$ cat src/rtl/wb_regfile.sv
// Writeback stage: picks ALU or memory data from the MEM/WB buffer, commits it to the
// register file, drives the output port and offers two bypassed decode read ports.
module wb_regfile #(
    parameter int DATA_W = 16,
    parameter int ADDR_W = 3,
    parameter int NREGS  = 8
) (
    input  logic              clk,
    input  logic              rst_n,
    input  logic [2:0]        controlSignals_in,
    input  logic [DATA_W-1:0] alu_data_in,
    input  logic [DATA_W-1:0] mem_data_in,
    input  logic [ADDR_W-1:0] write_add_in,
    input  logic [ADDR_W-1:0] rd_add1,
    input  logic [ADDR_W-1:0] rd_add2,
    output logic [DATA_W-1:0] rd_data1,
    output logic [DATA_W-1:0] rd_data2,
    output logic [DATA_W-1:0] out_port,
    output logic              out_valid,
    output logic [15:0]       wb_count
);

    logic              reg_write;
    logic              mem_to_reg;
    logic              out_en;
    logic [DATA_W-1:0] wb_data;
    logic [DATA_W-1:0] regs_reg [NREGS];
    logic [DATA_W-1:0] out_port_reg;
    logic              out_valid_reg;
    logic [15:0]       wb_count_reg;

    assign reg_write  = controlSignals_in[0];
    assign mem_to_reg = controlSignals_in[1];
    assign out_en     = controlSignals_in[2];
    assign wb_data    = mem_to_reg ? mem_data_in : alu_data_in;

    // Registers are flops rather than RAM: reads are combinational and reset clears them all.
    generate
        for (genvar gi = 0; gi < NREGS; gi++) begin : g_reg
            always_ff @(posedge clk or negedge rst_n) begin
                if (!rst_n) begin
                    regs_reg[gi] <= '0;
                end else if (reg_write && (write_add_in == ADDR_W'(gi))) begin
                    regs_reg[gi] <= wb_data;
                end
            end
        end
    endgenerate

    // Same-cycle bypass lets decode see the value being written back this cycle.
    assign rd_data1 = (reg_write && (write_add_in == rd_add1)) ? wb_data : regs_reg[rd_add1];
    assign rd_data2 = (reg_write && (write_add_in == rd_add2)) ? wb_data : regs_reg[rd_add2];

    always_ff @(posedge clk or negedge rst_n) begin
        if (!rst_n) begin
            out_port_reg  <= '0;
            out_valid_reg <= 1'b0;
            wb_count_reg  <= '0;
        end else begin
            out_valid_reg <= out_en;
            if (out_en) begin
                out_port_reg <= wb_data;
            end
            if (reg_write) begin
                wb_count_reg <= wb_count_reg + 16'd1;
            end
        end
    end

    assign out_port  = out_port_reg;
    assign out_valid = out_valid_reg;
    assign wb_count  = wb_count_reg;

endmodule

$ cat config.mk
export PLATFORM = sky130hd
export DESIGN_NAME = wb_regfile
export DESIGN_NICKNAME = d
export VERILOG_FILES = /design/src/rtl/wb_regfile.sv
export SDC_FILE = /design/constraint.sdc
export NUM_CORES = 1
export LEC_CHECK = 0
export ABC_AREA = 1
export CELL_PAD_IN_SITES_DETAIL_PLACEMENT = 0
export CELL_PAD_IN_SITES_GLOBAL_PLACEMENT = 1
export CORE_ASPECT_RATIO = 0.75
export CORE_MARGIN = 2
export CORE_UTILIZATION = 41
export DETAILED_ROUTE_END_ITERATION = 6
export HOLD_SLACK_MARGIN = 0.08
export PLACE_DENSITY_LB_ADDON = 0.1
export SLEW_MARGIN = 20
export SYNTH_ARGS = -nofsm -noshare
export SYNTH_HDL_FRONTEND = slang
export SYNTH_SLANG_ARGS = --single-unit
$ cat constraint.sdc
create_clock -name clk -period 1.96 [get_ports clk]
set_clock_uncertainty 0.05 [all_clocks]
set_input_delay 0.49 -clock clk [delete_from_list [all_inputs] [get_ports clk]]
set_output_delay 0.49 -clock clk [all_outputs]
set_load 0.1 [all_outputs]
==> results of run 1 <==
-- critical path, stage by stage --
cell	delay, ns
buf_6	0.10
buf_6	0.11
nand2_2	0.05
nand2_2	0.06
nor2_4	0.20
buf_12	0.14
nand2_8	0.08
buf_6	0.15
nand3_4	0.08
nand2_8	0.06
buf_12	0.16
-- what timing repair did --
action                                 4_1_cts  5_1_grt
hold buffers                                 1        0
endpoints found under the hold margin       35        0
cloned                                       5        0
pin swaps                                   37       33
resized for setup                          145       28
setup endpoints to repair                   32       32
buffers inserted                            16        5
-- per-stage QoR --
stage                     utilization  setup WS [ns]  hold slack (ns)  setup TNS [ns]  instance area [sq um]
after floorplan                     -        -0.0488            0.144          -0.448                  10500
after global placement          0.581         -0.701            0.400          -37.09                  13300
after detailed placement        0.581         -0.722            0.404          -39.07                  13300
after CTS                       0.637         -0.301            0.410           -8.08                  14600
after global routing            0.641         -0.313            0.425           -8.97                  14700
final                           0.641         -0.269            0.427           -7.76                  14700
-- cells by family after synthesis --
logic type	count (synthesis)	synth area share
and+or+nand+nor	797	0.357
DFF	161	0.421
AOI/OAI and AO/OA	140	0.0732
xor gates and xnor gates	8	0.00732
adders and majority gates	1	0.00131
buffers and inverters	264	0.116
muxes	20	0.0235
-- cell type report --
cell class	instances	area, sq um
repair buffers	241	3340
flip-flops and latches	161	4030
well taps	300	375
clock inverters	13	149
clock buffers	19	453
multi-input cells	967	5720
fillers	1963	8230
inverters	165	642
-- worst paths after layout --
check / endpoint / slack (ns) / cells past startpoint
hold reg to reg: wb_count[0] / 0.48 / 1
max in group asynchronous: regs_reg[61] / 0.74 / 3
hold / removal: wb_count[0] / 0.43 / 3
setup / recovery: rd_data1[8] / -0.27 / 11
min in group asynchronous: out_port[14] / 0.50 / 2
setup reg to reg: wb_count[15] / 0.47 / 5
-- placed cells by master (no fill, tap or decap), drive strengths merged, types with 3 or more instances in the layout --
master / Yosys / routed
xor2: 5 / 5
xnor2: 3 / 3
nand2: 503 / 504
dfrtp: 161 / 161
clkdlybuf4s50: 0 / 27
clkbuf: 27 / 19
buf: 72 / 206
inv: 165 / 172
nand3: 259 / 259
dlymetal6s2s: 0 / 4
o21ai: 140 / 140
mux2: 20 / 20
nor2: 30 / 30
clkinv: 0 / 3
nand4: 3 / 3
-- power by group through the flow --
stage | sequential (mW) | clock [mW] | combinational, mW
floorplan | 5.14 | 0 | 3.11
global placement | 4.42 | 0 | 5.88
detailed placement | 4.44 | 0 | 5.92
CTS | 4.38 | 3.51 | 6.16
global route | 4.45 | 3.63 | 6.58
finish | 4.38 | 3.48 | 6.19
-- routing by layer --
metal  part of all wire  global-route usage  routed length (um)
met4              0.021              0.0932                 721
met2               0.44               0.427               15200
met5                  0                   0                   0
met3              0.086              0.0589                2970
met1               0.45               0.416               15500
-- cell usage after synthesis --
| master | n | area [sq um] |
|---|---|---|
| buf_2 | 62 | 310 |
| nor3_1 | 2 | 10.0 |
| xnor2_1 | 3 | 26.3 |
| inv_1 | 158 | 593 |
| ha_1 | 1 | 12.5 |
| nand2_4 | 2 | 22.5 |
| buf_6 | 2 | 22.5 |
| o21ai_0 | 137 | 686 |
| nand3_2 | 9 | 90.1 |
| o21ai_1 | 3 | 15.0 |
| mux2_2 | 20 | 225 |
| nor2_4 | 4 | 45.0 |
| nand2_1 | 501 | 1880 |
| nand4_1 | 3 | 18.8 |
| clkbuf_2 | 4 | 20.0 |
| buf_1 | 1 | 3.75 |
| dfrtp_1 | 161 | 4030 |
| nor2_1 | 25 | 93.8 |
| nand3_1 | 250 | 1250 |
| nor2_2 | 1 | 6.26 |
| inv_2 | 7 | 26.3 |
| buf_4 | 7 | 52.6 |
| xor2_1 | 5 | 43.8 |
| clkbuf_1 | 23 | 86.3 |
==> results by stage, run 1 <==
Setup path:
- The kind of critical path is input pin to output pin.
- The launch instance of the worst register-to-register path is wb_count[3].
- The critical-path maximum fanout is 5.
- The required time at the endpoint of the critical path is 1.42 ns.
- The kind of end point of the critical path is an output pin.
- The arrival time of the worst setup path is 1.69 ns.
- The worst setup path is launched from an input pin.
- The launching element of the worst setup path is write_add_in[1].

Pwr:
- The internal portion of the total power is approximately 8.2 mW.
- The static leakage is just under 7 nW.
- The power density over cell area is 955 nW/um^2.
- The worst-case IR drop observed on VDD is 0.945 mV.
- The design draws around 14 mW.
- The part of the power in registers is 0.312.
- Of the total power, the clock network draws 0.247.
- Of the total power, combinational logic draws 0.441.
- Of the total power, the share spent switching nets is 0.414.
- Summed over all nets, the switching power comes to 5.82 mW.

STA:
- In this run the tightest slew margin relative to its limit is 0.690.
- The setup slack after layout is -0.269 ns.
- The count of final setup violators is 32.
- In the finished design, the share of the clock period the worst path needs comes to 1.14.
- The final count of hold timing violations is 0.
- Setup repair after global routing could not meet its margin everywhere.
- For the pin with the worst max-slew slack, the measured transition is 0.465 ns.
- The clock period minus worst slack is 2.23 ns.
- Based on the critical path, the design can be clocked at up to around 0.45 GHz.
- The number of slew-limit violations in the final report is 0.

Floorplanning:
- For this design the top-level I/O count stands at 111.
- The core footprint is 22,900 sq um.
- From left edge to right edge, the die measures 180 um.
- Row generation in the floorplan step produced 48 rows.
- The die span in y is between 100 and 150 um.
- The initial standard-cell utilization of the core is 0.417.
- The overall die area is 24,600 sq um.

Placement:
- In this run the tool buffered the top-level ports with between 100 and 150 buffer cells.
- Once detailed placement completed, the half-perimeter wirelength came to 22.4 mm.
- The final RePlAce weighted congestion is 0.827.
- Once placement completed, the tool counted placed cells totaling between 1,500 and 2,000.

CTS:
- The clock passes through at most 2 buffers.
- The tree built by TritonCTS fans out to ~160 sinks.
- In this run the number of H-tree levels came out at 4.
- The cell sitting at the root of the clock tree is a clkbuf_16.
- Clock latency on the worst-skew pair, taken at its later pin, is 0.43 ns.
- Clock-pin slew was measured on the worst setup and hold paths at 0.07 ns.
- Counting the buffers created by CTS gives 17.
- The CTS tree is done.

Worst hold path:
- The tightest min-delay check is of the input pin to flip-flop type.
- The worst hold path begins at controlSignals_in[0].

Drt:
- The detailed router finished its first iteration with 1,035 violations.
- In this run the remaining antenna-violating nets after routing total 0.
- The number of remaining DRC errors is 4.
- The final route contains 9,873 vias.
- The pre-antenna-repair detailed-routing pass consisted of 7 iterations.
- Using the TritonRoute via totals, the vias-per-cell ratio works out to 5.29.
- The final layout contains routed wiring with a total length of approximately 34 mm.
- The wire length per cell is 18.4 um.

Layout:
- After the last flow step, the layout net total stands at about 1,600.
- The post-layout instance count excluding filler cells is 1,866.
- 0 antenna diodes ended up in the layout.
- The number of flip-flops in the largest register is 128.
- The area growth from synthesis to layout is 53.7%.
- The fraction of layout cells with a size suffix above 1 is 0.266.

Synthesis:
- The average cell area after synthesis is 6.88 sq um.
- The synthesized cell area is 9570 sq um.
- The number of nets in the synthesized netlist is 1,438.
- The number of instances in the synthesized netlist is 1,391.
- The number of register bits inferred by synthesis is 161.
- The part of the Yosys area used for sequential elements is 0.421.
- The unique cell type count in the Yosys netlist is 24.
- The count of yosys warnings during synthesis is 0.

GRT:
- In the global route stage, overall resource usage came out at 0.286.
- The remaining global-route overflow is 0.
- The initial antenna violation count was 0.
- The first global-routing pass estimated roughly 54 mm of wire.
- The number of global-route vias before repair is approximately 9,400.
- Entering global routing, the biggest net connects 46 pins.

Flow run:
- The total of max-cap violations is 0.

Outcome:
- The run finished, with violations left.
- The final reports fail on DRC, setup timing.
No activity file was read; power rests on OpenSTA's default activity.
==> run 2, diff against run 1 <==
==> config.mk (replaced) <==
export PLATFORM = sky130hd
export DESIGN_NAME = wb_regfile
export DESIGN_NICKNAME = d
export VERILOG_FILES = /design/src/rtl/wb_regfile.sv
export SDC_FILE = /design/constraint.sdc
export NUM_CORES = 1
export LEC_CHECK = 0
export ABC_AREA = 1
export CORE_ASPECT_RATIO = 0.75
export CORE_MARGIN = 2
export CORE_UTILIZATION = 45
export DETAILED_ROUTE_END_ITERATION = 6
export DONT_BUFFER_PORTS = 1
export HOLD_SLACK_MARGIN = 0.08
export SLEW_MARGIN = 20
export SYNTH_ARGS = -nofsm -noshare
export SYNTH_HDL_FRONTEND = slang
export SYNTH_SLANG_ARGS = --single-unit
==> run 2 against run 1 <==
- the flow finishes with violations (hold timing, setup timing)
- total power decreased by 4.3%
- maximum frequency is 11% higher
- via count is 0.90% lower
- combinational power decreased by 17%
- cell area down 7.3%
- core utilization grew 0.80 points
- hold slack worse by 0.74 ns
- global-route usage grew 1.4 points
- clock power grew 3%
- wire length fell by 1.2%
- non-clock buffer count down 102
- highest routed layer unchanged
==> results by stage, run 2 (synthesized netlist as in run 1, its figures left out) <==
Setup path:
- STA classifies the critical path endpoint as an output pin.
- The startpoint type of the worst setup path is an input pin.
- Of all nets on the critical path, the largest fanout is 34.
- The arrival time of the worst setup path is roughly 1.5 ns.
- At the worst endpoint, the required time is 1.42 ns.
- The kind of critical path is input pin to output pin.
- Across all register-to-register paths, the minimum setup slack is between 0.5 and 0.6 ns.

Placement:
- Routability-driven placement finished with a final weighted congestion of 0.861.
- The placed cell count is ~1,700.
- The number of buffers inserted by port buffering is 0.
- The HPWL after detailed placement is 20.1 mm.

Drt:
- The wire length on met3 is 3.00 mm.
- The violation count after the first detailed-routing iteration is 1,045.
- In the routed layout, each cell is associated on average with a via count of 5.58.
- Signal routing reaches up to met4.
- The wire length the detailed router placed on met1 is 14.5 mm.
- The first-pass iteration count of the detailed router is 6.
- After detailed routing, the number of remaining DRC violations is 0.
- After detailed routing, the total wire length is 34.0 mm.
- The routed design uses 15.6 mm of met2 wire.
- In this run the remaining antenna-violating nets after routing total 0.
- The wire length per cell is 19.4 um.
- The total via count after detailed routing is 9,784.

Pwr:
- The combinational group share of total power is 0.383.
- The net switching component of the power is roughly 5.7 mW.
- IR analysis of the VDD net gives a maximum drop of roughly 1.2 mV.
- The power density over cell area is 986 nW/um^2.
- The overall power consumption is between 10 and 15 mW.
- Of the total power, the clock network draws 0.268.
- The cell internal power dissipation is between 7 and 8 mW.
- The switching share of power is 0.428.
- The analysis attributes to cell leakage a power of roughly 6.3 nW.
- The part of the power in registers is 0.349.

Worst hold path:
- The path class of the lowest-slack min-delay path is input pin to asynchronous set/reset pin.

STA:
- Of the available clock period, the critical path in the final layout requires 1.03.
- Setup repair after global routing could not meet its margin everywhere.
- The number of slew-limit violations in the final report is 0.
- The final count of hold timing violations is 161.
- Across all setup checks in the final design, the least slack found is -0.0496 ns.
- The count of final setup violators is 23.
- The maximum clock frequency is 0.498 GHz.
- The clock period minus worst slack is 2.01 ns.
- The remaining max-slew budget at the tightest pin is 0.388.
- Across all hold checks on the routed design, the worst slack comes to -0.312 ns.
- The transition time at the pin with the least slew margin is 0.918 ns.

CTS:
- The clock reaches the later pin of the worst-skew pair after 0.44 ns.
- Clock-pin slew was measured on the worst setup and hold paths at 0.07 ns.
- TritonCTS built the clock tree.
- The number of hold buffers added after CTS was 2.
- The tree is rooted in a clkbuf_16.
- The number of levels the H-tree was split into is 4.
- In this run the deepest clock path goes through 2 buffers.
- The total clock sinks is 161.
- The number of CTS-inserted buffers is 17.

Floorplanning:
- The initial utilization of the core area, before any placement, comes to 0.456.
- The number of core rows is 46.
- The core footprint is roughly 21,000 sq um.
- Measured along the x axis, the die boundary spans 172 um.
- The overall die area is 22,500 sq um.
- The boundary pin count is roughly 110.
- From bottom edge to top edge, the die measures about 130 um.

Layout:
- The total number of nets in the final design is ~1,500.
- The post-layout instance count excluding filler cells is 1,752.
- Compared with the post-synthesis result, the final layout area differs by 42.5%.
- The fraction of layout cells with a size suffix above 1 is 0.382.
- The number of antenna diodes in the final layout is 0.
- The register with the most flip-flops in the layout has between 100 and 150 of them.
- In the layout the commonest cells are nand2_1 (421), dfrtp_1 (159), o21ai_0 (134).
- The library cell used most frequently in the layout, excluding fill and tap cells, is nand2_1.

GRT:
- The first global-routing pass estimated 51.1 mm of wire.
- The remaining global-route overflow is 0.
- The number of global-route vias before repair was 9,068.
- The initial antenna violation count is 0.
- The largest net degree at the start of global routing is 162.
- The overall fraction of global-route tracks in use is 0.301.

Outcome:
- The flow ran to the end, but the final reports show violations.
- The checks that failed: hold timing, setup timing.

Flow run:
- The tool flagged a number of max-cap violations equal to 0.
run 2: cell count changes in the layout (fill, tap and decap cells not counted), moves of 23 or more:
cell	change
buf_12	-71
clkdlybuf4s50_1	-27
nand2_1	-23
nand3_1	-100
nand3_2	+102
inv_2	+92
inv_1	-96
run 2: through the flow:
stage          area (sq um)  hold slack [ns]  worst slack, ns  setup TNS, ns   util
6_report              13600           -0.312          -0.0496         -0.483  0.649
5_1_grt               13600           -0.325          -0.0917          -1.44  0.649
4_1_cts               12800           -0.313          -0.0468         -0.242  0.609
3_5_place_dp          11300            0.150          -0.0909         -0.773  0.539
3_3_place_gp          11300            0.152          -0.0802         -0.427  0.539
2_1_floorplan         10500            0.144          -0.0488         -0.448      -
run 2: power by group through the flow:
stage / sequential [mW] / clock, mW / combinational, mW
6_report: 4.69 / 3.60 / 5.15
5_1_grt: 4.76 / 3.75 / 5.50
4_1_cts: 4.63 / 3.61 / 4.68
3_5_place_dp: 4.67 / 0 / 4.41
3_3_place_gp: 4.65 / 0 / 4.35
2_1_floorplan: 5.14 / 0 / 3.11
run 2: final timing paths:
path,startpoint,to,cells after the start
setup / recovery,rd_add2[1],rd_data2[11],8
hold / removal,rst_n,regs_reg[10],0
setup reg to reg,wb_count[2],wb_count[15],5
hold reg to reg,wb_count[1],wb_count[1],2
max in group asynchronous,rst_n,regs_reg[51],0
min in group clk,controlSignals_in[0],wb_count[1],2
run 2: area by class of cell:
type                    instances  area (sq um)
clock buffers                  21           460
clock inverters                11           156
fillers                      1703          7370
inverters                     165           696
multi-input cells             967          6370
flip-flops and latches        161          4030
well taps                     288           360
repair buffers                139          1560
run 2: repair_timing:
item                                    CTS  global route
setup buffers                            22            20
endpoints found under the setup margin   32            32
hold endpoints to repair                163           161
gates resized for setup                 137           208
pin swaps                                76           122
gates cloned                              3             3
run 2: critical path, stage by stage:
cell and delay [ns]:
inv_16 0.03, nand2_4 0.06, nand2_4 0.05, nor2_4 0.21, nand2_4 0.16, buf_12 0.20, nand3_4 0.11, nand2_8 0.14
run 2: routing by layer:
metal | global-route usage | vias up
met3 | 0.0767 | 74
met5 | 0 | -
met2 | 0.464 | 432
met4 | 0.0875 | 0
li1 | - | 4508
met1 | 0.419 | 4770
